**src/rtl/axi_bridge_wb.sv**
```systemverilog
`default_nettype none
// ============================================================================
//  Module      : axi_bridge_wb
//  Description : AXI3 master that serves the I-cache refill, D-cache refill,
//                D-cache dirty-line write-back and uncached single-word
//                read/write ports. Read and write channels run as two
//                independent state machines. Completion is signalled by
//                one-cycle done pulses.
//  Revision    : 1.0 - initial release
// ============================================================================
module axi_bridge_wb #(
    parameter int ILINE_WORDS = 16,
    parameter int DLINE_WORDS = 8
) (
    input  logic                      clk,
    input  logic                      reset,
    input  logic                      ird_req,
    input  logic [31:0]               ird_addr,
    output logic                      i_reload,
    output logic [ILINE_WORDS*32-1:0] icacheline_new,
    input  logic                      drd_req,
    input  logic [31:0]               drd_addr,
    output logic                      d_reload,
    output logic [DLINE_WORDS*32-1:0] dcacheline_new,
    input  logic                      dwr_req,
    input  logic [31:0]               dwr_addr,
    input  logic [DLINE_WORDS*32-1:0] dcacheline_old,
    output logic                      dwr_done,
    input  logic                      unrd_req,
    input  logic [31:0]               unrd_addr,
    output logic                      un_reload,
    output logic [31:0]               unrd_data,
    input  logic                      unwr_req,
    input  logic [31:0]               unwr_addr,
    input  logic [3:0]                unwr_wstrb,
    input  logic [31:0]               unwr_data,
    output logic                      unwr_done,
    output logic [3:0]                arid,
    output logic [31:0]               araddr,
    output logic [3:0]                arlen,
    output logic [2:0]                arsize,
    output logic [1:0]                arburst,
    output logic [1:0]                arlock,
    output logic [3:0]                arcache,
    output logic [2:0]                arprot,
    output logic                      arvalid,
    input  logic                      arready,
    input  logic [3:0]                rid,
    input  logic [31:0]               rdata,
    input  logic [1:0]                rresp,
    input  logic                      rlast,
    input  logic                      rvalid,
    output logic                      rready,
    output logic [3:0]                awid,
    output logic [31:0]               awaddr,
    output logic [3:0]                awlen,
    output logic [2:0]                awsize,
    output logic [1:0]                awburst,
    output logic [1:0]                awlock,
    output logic [3:0]                awcache,
    output logic [2:0]                awprot,
    output logic                      awvalid,
    input  logic                      awready,
    output logic [3:0]                wid,
    output logic [31:0]               wdata,
    output logic [3:0]                wstrb,
    output logic                      wlast,
    output logic                      wvalid,
    input  logic                      wready,
    input  logic [3:0]                bid,
    input  logic [1:0]                bresp,
    input  logic                      bvalid,
    output logic                      bready
);
    localparam int          c_ishift = $clog2(ILINE_WORDS * 4);
    localparam int          c_dshift = $clog2(DLINE_WORDS * 4);
    localparam logic [31:0] c_imask  = ~((32'd1 << c_ishift) - 32'd1);
    localparam logic [31:0] c_dmask  = ~((32'd1 << c_dshift) - 32'd1);
    localparam logic [3:0]  c_ilen   = 4'(ILINE_WORDS - 1);
    localparam logic [3:0]  c_dlen   = 4'(DLINE_WORDS - 1);
    localparam logic [3:0]  c_id_i   = 4'd0;
    localparam logic [3:0]  c_id_d   = 4'd1;
    localparam logic [3:0]  c_id_un  = 4'd2;

    typedef enum logic [1:0] {R_IDLE = 2'd0, R_AR = 2'd1, R_DATA = 2'd2, R_DONE = 2'd3} rstate_t;
    typedef enum logic [2:0] {W_IDLE = 3'd0, W_AW = 3'd1, W_DATA = 3'd2, W_RESP = 3'd3, W_DONE = 3'd4} wstate_t;

    rstate_t     r_rstate;
    wstate_t     r_wstate;
    logic [3:0]  r_rbeat;
    logic [3:0]  r_wbeat;
    logic        w_rd_ok;
    logic        w_rd_pulse;
    logic [2:0]  w_un_size;
    logic [31:0] w_first_wdata;
    logic [31:0] w_next_wdata;
    logic        w_unused;

    // Response ids/status are not acted upon.
    assign w_unused = ^{rid, rresp, bid, bresp};

    // Uncached and D reads wait for the write side to drain (write-before-read).
    assign w_rd_ok    = (r_wstate == W_IDLE) && !dwr_req && !unwr_req;
    // The read done pulse is visible while the FSM is already idle; hold off
    // arbitration for that cycle so the finishing requester can drop req.
    assign w_rd_pulse = i_reload | d_reload | un_reload;
    assign w_first_wdata = (awid == c_id_d) ? dcacheline_old[31:0] : unwr_data;

    // Uncached write size follows the byte-strobe pattern.
    always_comb begin
        case (unwr_wstrb)
            4'b0001, 4'b0010, 4'b0100, 4'b1000: w_un_size = 3'b000;
            4'b0011, 4'b1100:                   w_un_size = 3'b001;
            default:                            w_un_size = 3'b010;
        endcase
    end

    // Select the write-back word that follows the current beat.
    always_comb begin
        w_next_wdata = '0;
        for (int k = 0; k < DLINE_WORDS; k++) begin
            if (int'(r_wbeat) + 1 == k) w_next_wdata = dcacheline_old[k*32 +: 32];
        end
    end

    // Read channel FSM: arbitration, AR issue, beat capture and done pulse.
    always_ff @(posedge clk) begin
        if (reset) begin
            r_rstate       <= R_IDLE;
            r_rbeat        <= '0;
            arid           <= '0;
            araddr         <= '0;
            arlen          <= '0;
            arsize         <= 3'b010;
            arburst        <= 2'b01;
            arlock         <= '0;
            arcache        <= '0;
            arprot         <= '0;
            arvalid        <= 1'b0;
            rready         <= 1'b0;
            i_reload       <= 1'b0;
            d_reload       <= 1'b0;
            un_reload      <= 1'b0;
            icacheline_new <= '0;
            dcacheline_new <= '0;
            unrd_data      <= '0;
        end else begin
            i_reload  <= 1'b0;
            d_reload  <= 1'b0;
            un_reload <= 1'b0;
            case (r_rstate)
                R_IDLE: begin
                    if (!w_rd_pulse) begin
                        if (unrd_req && w_rd_ok) begin
                            arid     <= c_id_un;
                            araddr   <= unrd_addr;
                            arlen    <= 4'd0;
                            arvalid  <= 1'b1;
                            r_rstate <= R_AR;
                        end else if (drd_req && w_rd_ok) begin
                            arid     <= c_id_d;
                            araddr   <= drd_addr & c_dmask;
                            arlen    <= c_dlen;
                            arvalid  <= 1'b1;
                            r_rstate <= R_AR;
                        end else if (ird_req) begin
                            arid     <= c_id_i;
                            araddr   <= ird_addr & c_imask;
                            arlen    <= c_ilen;
                            arvalid  <= 1'b1;
                            r_rstate <= R_AR;
                        end
                    end
                end
                R_AR: begin
                    if (arready) begin
                        arvalid  <= 1'b0;
                        rready   <= 1'b1;
                        r_rbeat  <= '0;
                        r_rstate <= R_DATA;
                    end
                end
                R_DATA: begin
                    if (rvalid) begin
                        if (arid == c_id_i) begin
                            for (int k = 0; k < ILINE_WORDS; k++) begin
                                if (int'(r_rbeat) == k) icacheline_new[k*32 +: 32] <= rdata;
                            end
                        end else if (arid == c_id_d) begin
                            for (int k = 0; k < DLINE_WORDS; k++) begin
                                if (int'(r_rbeat) == k) dcacheline_new[k*32 +: 32] <= rdata;
                            end
                        end else begin
                            unrd_data <= rdata;
                        end
                        r_rbeat <= r_rbeat + 4'd1;
                        if (rlast) begin
                            rready   <= 1'b0;
                            r_rstate <= R_DONE;
                        end
                    end
                end
                R_DONE: begin
                    if (arid == c_id_i)      i_reload  <= 1'b1;
                    else if (arid == c_id_d) d_reload  <= 1'b1;
                    else                     un_reload <= 1'b1;
                    r_rstate <= R_IDLE;
                end
                default: r_rstate <= R_IDLE;
            endcase
        end
    end

    // Write channel FSM: AW issue, W beats after AW acceptance, B wait, done.
    always_ff @(posedge clk) begin
        if (reset) begin
            r_wstate  <= W_IDLE;
            r_wbeat   <= '0;
            awid      <= '0;
            awaddr    <= '0;
            awlen     <= '0;
            awsize    <= 3'b010;
            awburst   <= 2'b01;
            awlock    <= '0;
            awcache   <= '0;
            awprot    <= '0;
            awvalid   <= 1'b0;
            wid       <= '0;
            wdata     <= '0;
            wstrb     <= '0;
            wlast     <= 1'b0;
            wvalid    <= 1'b0;
            bready    <= 1'b0;
            dwr_done  <= 1'b0;
            unwr_done <= 1'b0;
        end else begin
            dwr_done  <= 1'b0;
            unwr_done <= 1'b0;
            case (r_wstate)
                W_IDLE: begin
                    if (dwr_req) begin
                        awid     <= c_id_d;
                        wid      <= c_id_d;
                        awaddr   <= dwr_addr & c_dmask;
                        awlen    <= c_dlen;
                        awsize   <= 3'b010;
                        wstrb    <= 4'b1111;
                        awvalid  <= 1'b1;
                        r_wstate <= W_AW;
                    end else if (unwr_req) begin
                        awid     <= c_id_un;
                        wid      <= c_id_un;
                        awaddr   <= unwr_addr;
                        awlen    <= 4'd0;
                        awsize   <= w_un_size;
                        wstrb    <= unwr_wstrb;
                        awvalid  <= 1'b1;
                        r_wstate <= W_AW;
                    end
                end
                W_AW: begin
                    if (awready) begin
                        awvalid  <= 1'b0;
                        wvalid   <= 1'b1;
                        wdata    <= w_first_wdata;
                        wlast    <= (awlen == 4'd0);
                        r_wbeat  <= '0;
                        r_wstate <= W_DATA;
                    end
                end
                W_DATA: begin
                    if (wready) begin
                        if (wlast) begin
                            wvalid   <= 1'b0;
                            wlast    <= 1'b0;
                            bready   <= 1'b1;
                            r_wstate <= W_RESP;
                        end else begin
                            r_wbeat <= r_wbeat + 4'd1;
                            wdata   <= w_next_wdata;
                            wlast   <= (r_wbeat + 4'd1 == awlen);
                        end
                    end
                end
                W_RESP: begin
                    if (bvalid) begin
                        bready <= 1'b0;
                        if (awid == c_id_d) dwr_done  <= 1'b1;
                        else                unwr_done <= 1'b1;
                        r_wstate <= W_DONE;
                    end
                end
                W_DONE:  r_wstate <= W_IDLE;
                default: r_wstate <= W_IDLE;
            endcase
        end
    end
endmodule
`default_nettype wire

```
**config.mk**
```make
export PLATFORM = sky130hd
export DESIGN_NAME = axi_bridge_wb
export DESIGN_NICKNAME = d
export VERILOG_FILES = /design/src/rtl/axi_bridge_wb.sv
export SDC_FILE = /design/constraint.sdc
export NUM_CORES = 2
export LEC_CHECK = 0
export ABC_AREA = 1
export CAP_MARGIN = 0
export CORE_AREA = 2 2 571 573
export DETAILED_ROUTE_END_ITERATION = 8
export DIE_AREA = 0 0 573 575
export PLACE_DENSITY = 0.37
export SETUP_SLACK_MARGIN = 0.15
export SLEW_MARGIN = 25
export SYNTH_ARGS = -nofsm -noshare
export SYNTH_HDL_FRONTEND = slang
export SYNTH_SLANG_ARGS = --single-unit
```
**constraint.sdc**
```tcl
create_clock -name clk -period 2.4 [get_ports clk]
set_input_delay 0.48 -clock clk [delete_from_list [all_inputs] [get_ports clk]]
set_output_delay 0.48 -clock clk [all_outputs]
set_load 0.05 [all_outputs]
```
==> metrics.md <==
| Metric | Value |
|---|---|
| # Max-Cap Violations | `0` |
| Area share of the leading cell type in the synthesized netlist | `50.0%` |
| Hold path cells | `3` |
| Ratio of cells with drive above 1 in the final layout | `15.2%` |
| Top area cells in the synthesized netlist | `dfxtp_1, nor2_1, o21ai_0, nand2_1, clkbuf_1` |
| Main combinational cell family by area after synthesis | `simple AND/OR/NAND/NOR gates` |
| Area fraction in compound gates after synthesis | `15.6%` |
| Sequential cell area fraction in the yosys report | `50.0%` |
| Chip Height | `575 um` |
| Internal power summed over all cells | `0.0315 W` |
| Site row count | `209` |
| Number of cells traversed by the worst register-to-register path | `14` |
| Effective utilization at floorplan | `11.5%` |
| Critical Path, Cell by Cell | `buf_6 > nand4_1 > nand2_4 > buf_6 > nand4_4 > buf_12 > buf_8 > or2_4 > nand3_2 > nand4_1 > nand2_1 > nand2_2 > nand2_2 > a21oi_2` |
| Pwr per Cell Area | `774 nW/um^2` |
| Drt drc | `0` |
| Number of distinct library cell variants in the gate-level netlist after synthesis | `41` |
| Root buffer cell | `clkbuf_16` |
| CP arrival | `2960 ps` |
| Count of mapped cells out of synthesis | `5216` |
| Count of synthesis-stage warnings from yosys | `0` |
| Wire length per cell | `26.2 um` |
| Xor and xnor area share after synthesis | `0.0671%` |
| Finished layout cell area | `62600 um^2` |
| Total core area | `323000 um^2` |
| Final estimated routing congestion in global placement | `0.940` |
| Slowest-stage cell, CP | `dfxtp_2` |
| Number of nets in the final layout | `7151` |
| Final setup viols | `0` |
| Critical path class | `reg2reg` |
| Max H-tree Level | `3` |
| Setup repair after global routing missed its margin | `yes` |
| Cell leakage power | `28.8 nW` |
| Global-route wire length before repair | `378 mm` |
| Layout overhead on the synthesized area | `67.9%` |
| Clk_skew | `104 ps` |
| Data required time of the worst path | `3060 ps` |
| Startpoint kind of the worst setup timing path | `register` |
| Post-synthesis area per instance | `7.15 um^2` |
| Total Routing Usage GR | `16.7%` |
| Post-place instance area | `58500 um^2` |
| Biggest cell delay along the critical path | `360 ps` |
| CP max FO | `8` |
| Capture point of the worst reg-to-reg path | `wdata[30]` |
| Share of power burned in the clock network | `40.9%` |
| Total of flip-flops plus latches after synthesis | `932` |
| Main flop type after synthesis | `dfxtp_1` |
| Worst Hold Class | `in2reg` |
| Number of cells on the critical path | `14` |
| Minimum clock period | `2300 ps` |
| Number of routed nets with antenna violations | `0` |
| Number of antenna violations at the first check in global routing | `86` |
| Aggregate routed wire length | `290 mm` |
| Adder and majority gate portion of the synthesized area | `0.470%` |
| Proportion of register bits with asynchronous set or reset after synthesis | `0%` |
| CTS sink count | `932` |
| Average vias per placed instance | `3.77` |
| Peak supply drop | `0.544 mV` |
| Most used standard cells in the synthesized netlist | `nor2_1, dfxtp_1, o21ai_0` |
| Residual overflow from global routing | `0` |
| Pin slew with the least headroom to its limit | `910 ps` |
| Final worst path period share | `95.8%` |
| CTS hold repair buffers | `0` |
| Clk pin slew, worst setup/hold paths | `60 ps` |
| Number of pins with negative max-slew slack in the final report | `0` |
| I/O Buffers | `1406` |
| Final HPWL DP | `215 mm` |
| Pin count of the biggest net entering global routing | `91` |
| I/O pin count | `1468` |
| Net switching power of the design | `0.0169 W` |
| Maximum achievable frequency | `435 MHz` |
| Sequential power share | `34.6%` |
| Combinational Power Share | `24.5%` |
| Number of filler instances in the final layout | `36600` |
| Worst slew margin | `39.3%` |
| Reg-to-reg slack, setup | `100 ps` |
| Last element of the critical path | `wdata[30]` |
| Multi-input gate area | `16400 um^2` |
| Die extent in x | `573 um` |
| Crit. End Element | `register` |
| Leading area contributor after synthesis | `dfxtp_1` |
| CTS Buf Count | `125` |
| Launch point of the critical path | `r_wbeat[0]` |
| Sequential cell area | `18700 um^2` |
| Insertion delay to the later sink of the worst-skew pair | `880 ps` |
| Total Power | `0.0484 W` |
| Net Sw Frac | `35.0%` |
| Vias in the first global route | `40100` |
| Number of flops mapped to enable cells by yosys | `0` |
| Maximum buffer depth of the clock tree | `4` |
| Worst path buffer plus inverter count | `4` |
| Full die area | `329000 um^2` |
| Multiplexer fraction of the synthesized cell area | `0%` |
| Critical register-to-register path startpoint | `r_wbeat[0]` |
| Synth Cell Area | `37300 um^2` |
| TritonCTS clock tree | `built` |
| Final Hold Vio Count | `0` |
| Simple-gate area share of the yosys netlist | `25.8%` |
| Count of vias placed by the detailed router | `41800` |
| Status | `finished, final reports clean` |
| Category of cells accounting for the largest share of critical-path delay | `simple AND/OR/NAND/NOR gates` |
| Starting DRC count in detailed routing | `3217` |
| Most common cell in the netlist | `nor2_1` |
| Detailed-routing iteration count for the pre-antenna-repair pass | `6` |
how the worst min path moves through the flow:
stage,slack [ps],endpoint,from
final,80,icacheline_new[384],rdata[0]
after global routing,50,icacheline_new[352],rdata[0]
after CTS,0.08,dcacheline_new[36],rdata[4]
after detailed placement,440,unrd_data[30],unrd_data[30]
after global placement,430,unrd_data[26],unrd_data[26]
after floorplan,470,r_wbeat[3],r_wbeat[3]
power groups by stage:
stage	logic (W)	registers [W]	clock network, W
2_1_floorplan	0.00345	0.0192	0
3_3_place_gp	0.0120	0.0171	0
3_5_place_dp	0.0121	0.0171	0
4_1_cts	0.0118	0.0168	0.0205
5_1_grt	0.0126	0.0168	0.0210
6_report	0.0119	0.0168	0.0198
timing repair:
action	CTS	global route
pin swaps	0	75
gates cloned	0	8
endpoints found under the hold margin	0	0
resized for setup	1111	377
setup endpoints to repair	1317	1533
setup buffers	0	35
through the flow:
stage	hold slack [ps]	setup WS (ps)	utilization (%)	cells	setup TNS (ps)
after CTS	0.0775	-37.0	19.1	11000	-500
final	79.6	101	19.4	11100	0
after detailed placement	436	-276	18.1	10800	-14580
after floorplan	472	400	-	5247	0
after global placement	432	-249	18.1	10800	-15590
after global routing	48.5	-23.6	19.4	11100	-23.6
cell usage in the layout (no fill, tap or decap), types with 18 or more instances in the layout:
master	count
a21oi_1	104
a21oi_2	18
a31oi_1	38
a41oi_2	18
buf_12	129
buf_2	19
buf_4	255
clkbuf_1	21
clkbuf_16	130
clkbuf_2	105
clkbuf_8	30
clkdlybuf4s15_2	93
clkdlybuf4s50_1	447
clkinv_2	25
conb_1	33
dfxtp_1	928
diode_2	31
dlygate4sd2_1	655
inv_1	228
nand2_1	520
nand2_2	41
nand3_1	122
nand4_1	55
nor2_1	1595
nor2_4	29
o21ai_0	889
registers in the layout, summed over array words and instances (netlist names), 2 cells and up:
| name | count |
|---|---|
| araddr | 32 |
| arid | 2 |
| arlen | 2 |
| awaddr | 32 |
| awsize | 2 |
| dcacheline_new | 256 |
| icacheline_new | 512 |
| r_rbeat | 4 |
| r_rstate | 2 |
| r_wbeat | 4 |
| r_wstate | 3 |
| unrd_data | 32 |
| wdata | 32 |
| wstrb | 4 |
cell type report:
type | count | share of cell area [%]
Sequential cell | 932 | 29.8
Timing Repair Buffer | 1733 | 26.8
Clock inverter | 52 | 1.07
Tap cell | 4325 | 8.64
Inverter | 251 | 1.55
Clock buffer | 175 | 5.76
Timing Repair inverter | 1 | 0.00999
Antenna cell | 31 | 0.124
Multi-Input combinational cell | 3584 | 26.2
cells by family (layout without fill, tap and decap cells):
kind of cell	Yosys count	in the layout
adders and majority gates	14	14
AOI/OAI and AO/OA	1104	1104
buffers and inverters	732	2212
DFF	932	932
xor gates and xnor gates	2	2
and+or+nand+nor	2430	2431
other	2	64
metal layers:
layer | global-route usage, % | wire, um | up-vias
met2 | 27.4 | 133000 | 1914
met5 | 0 | 30 | -
met1 | 20.9 | 124000 | 20100
met3 | 4.96 | 23900 | 350
met4 | 5.23 | 9440 | 4
li1 | - | - | 19500
worst min-delay path: stages:
cell and delay, ps:
buf_4 200, nor2_1 130, nor2_1 50
No activity file was read; power rests on OpenSTA's default activity.
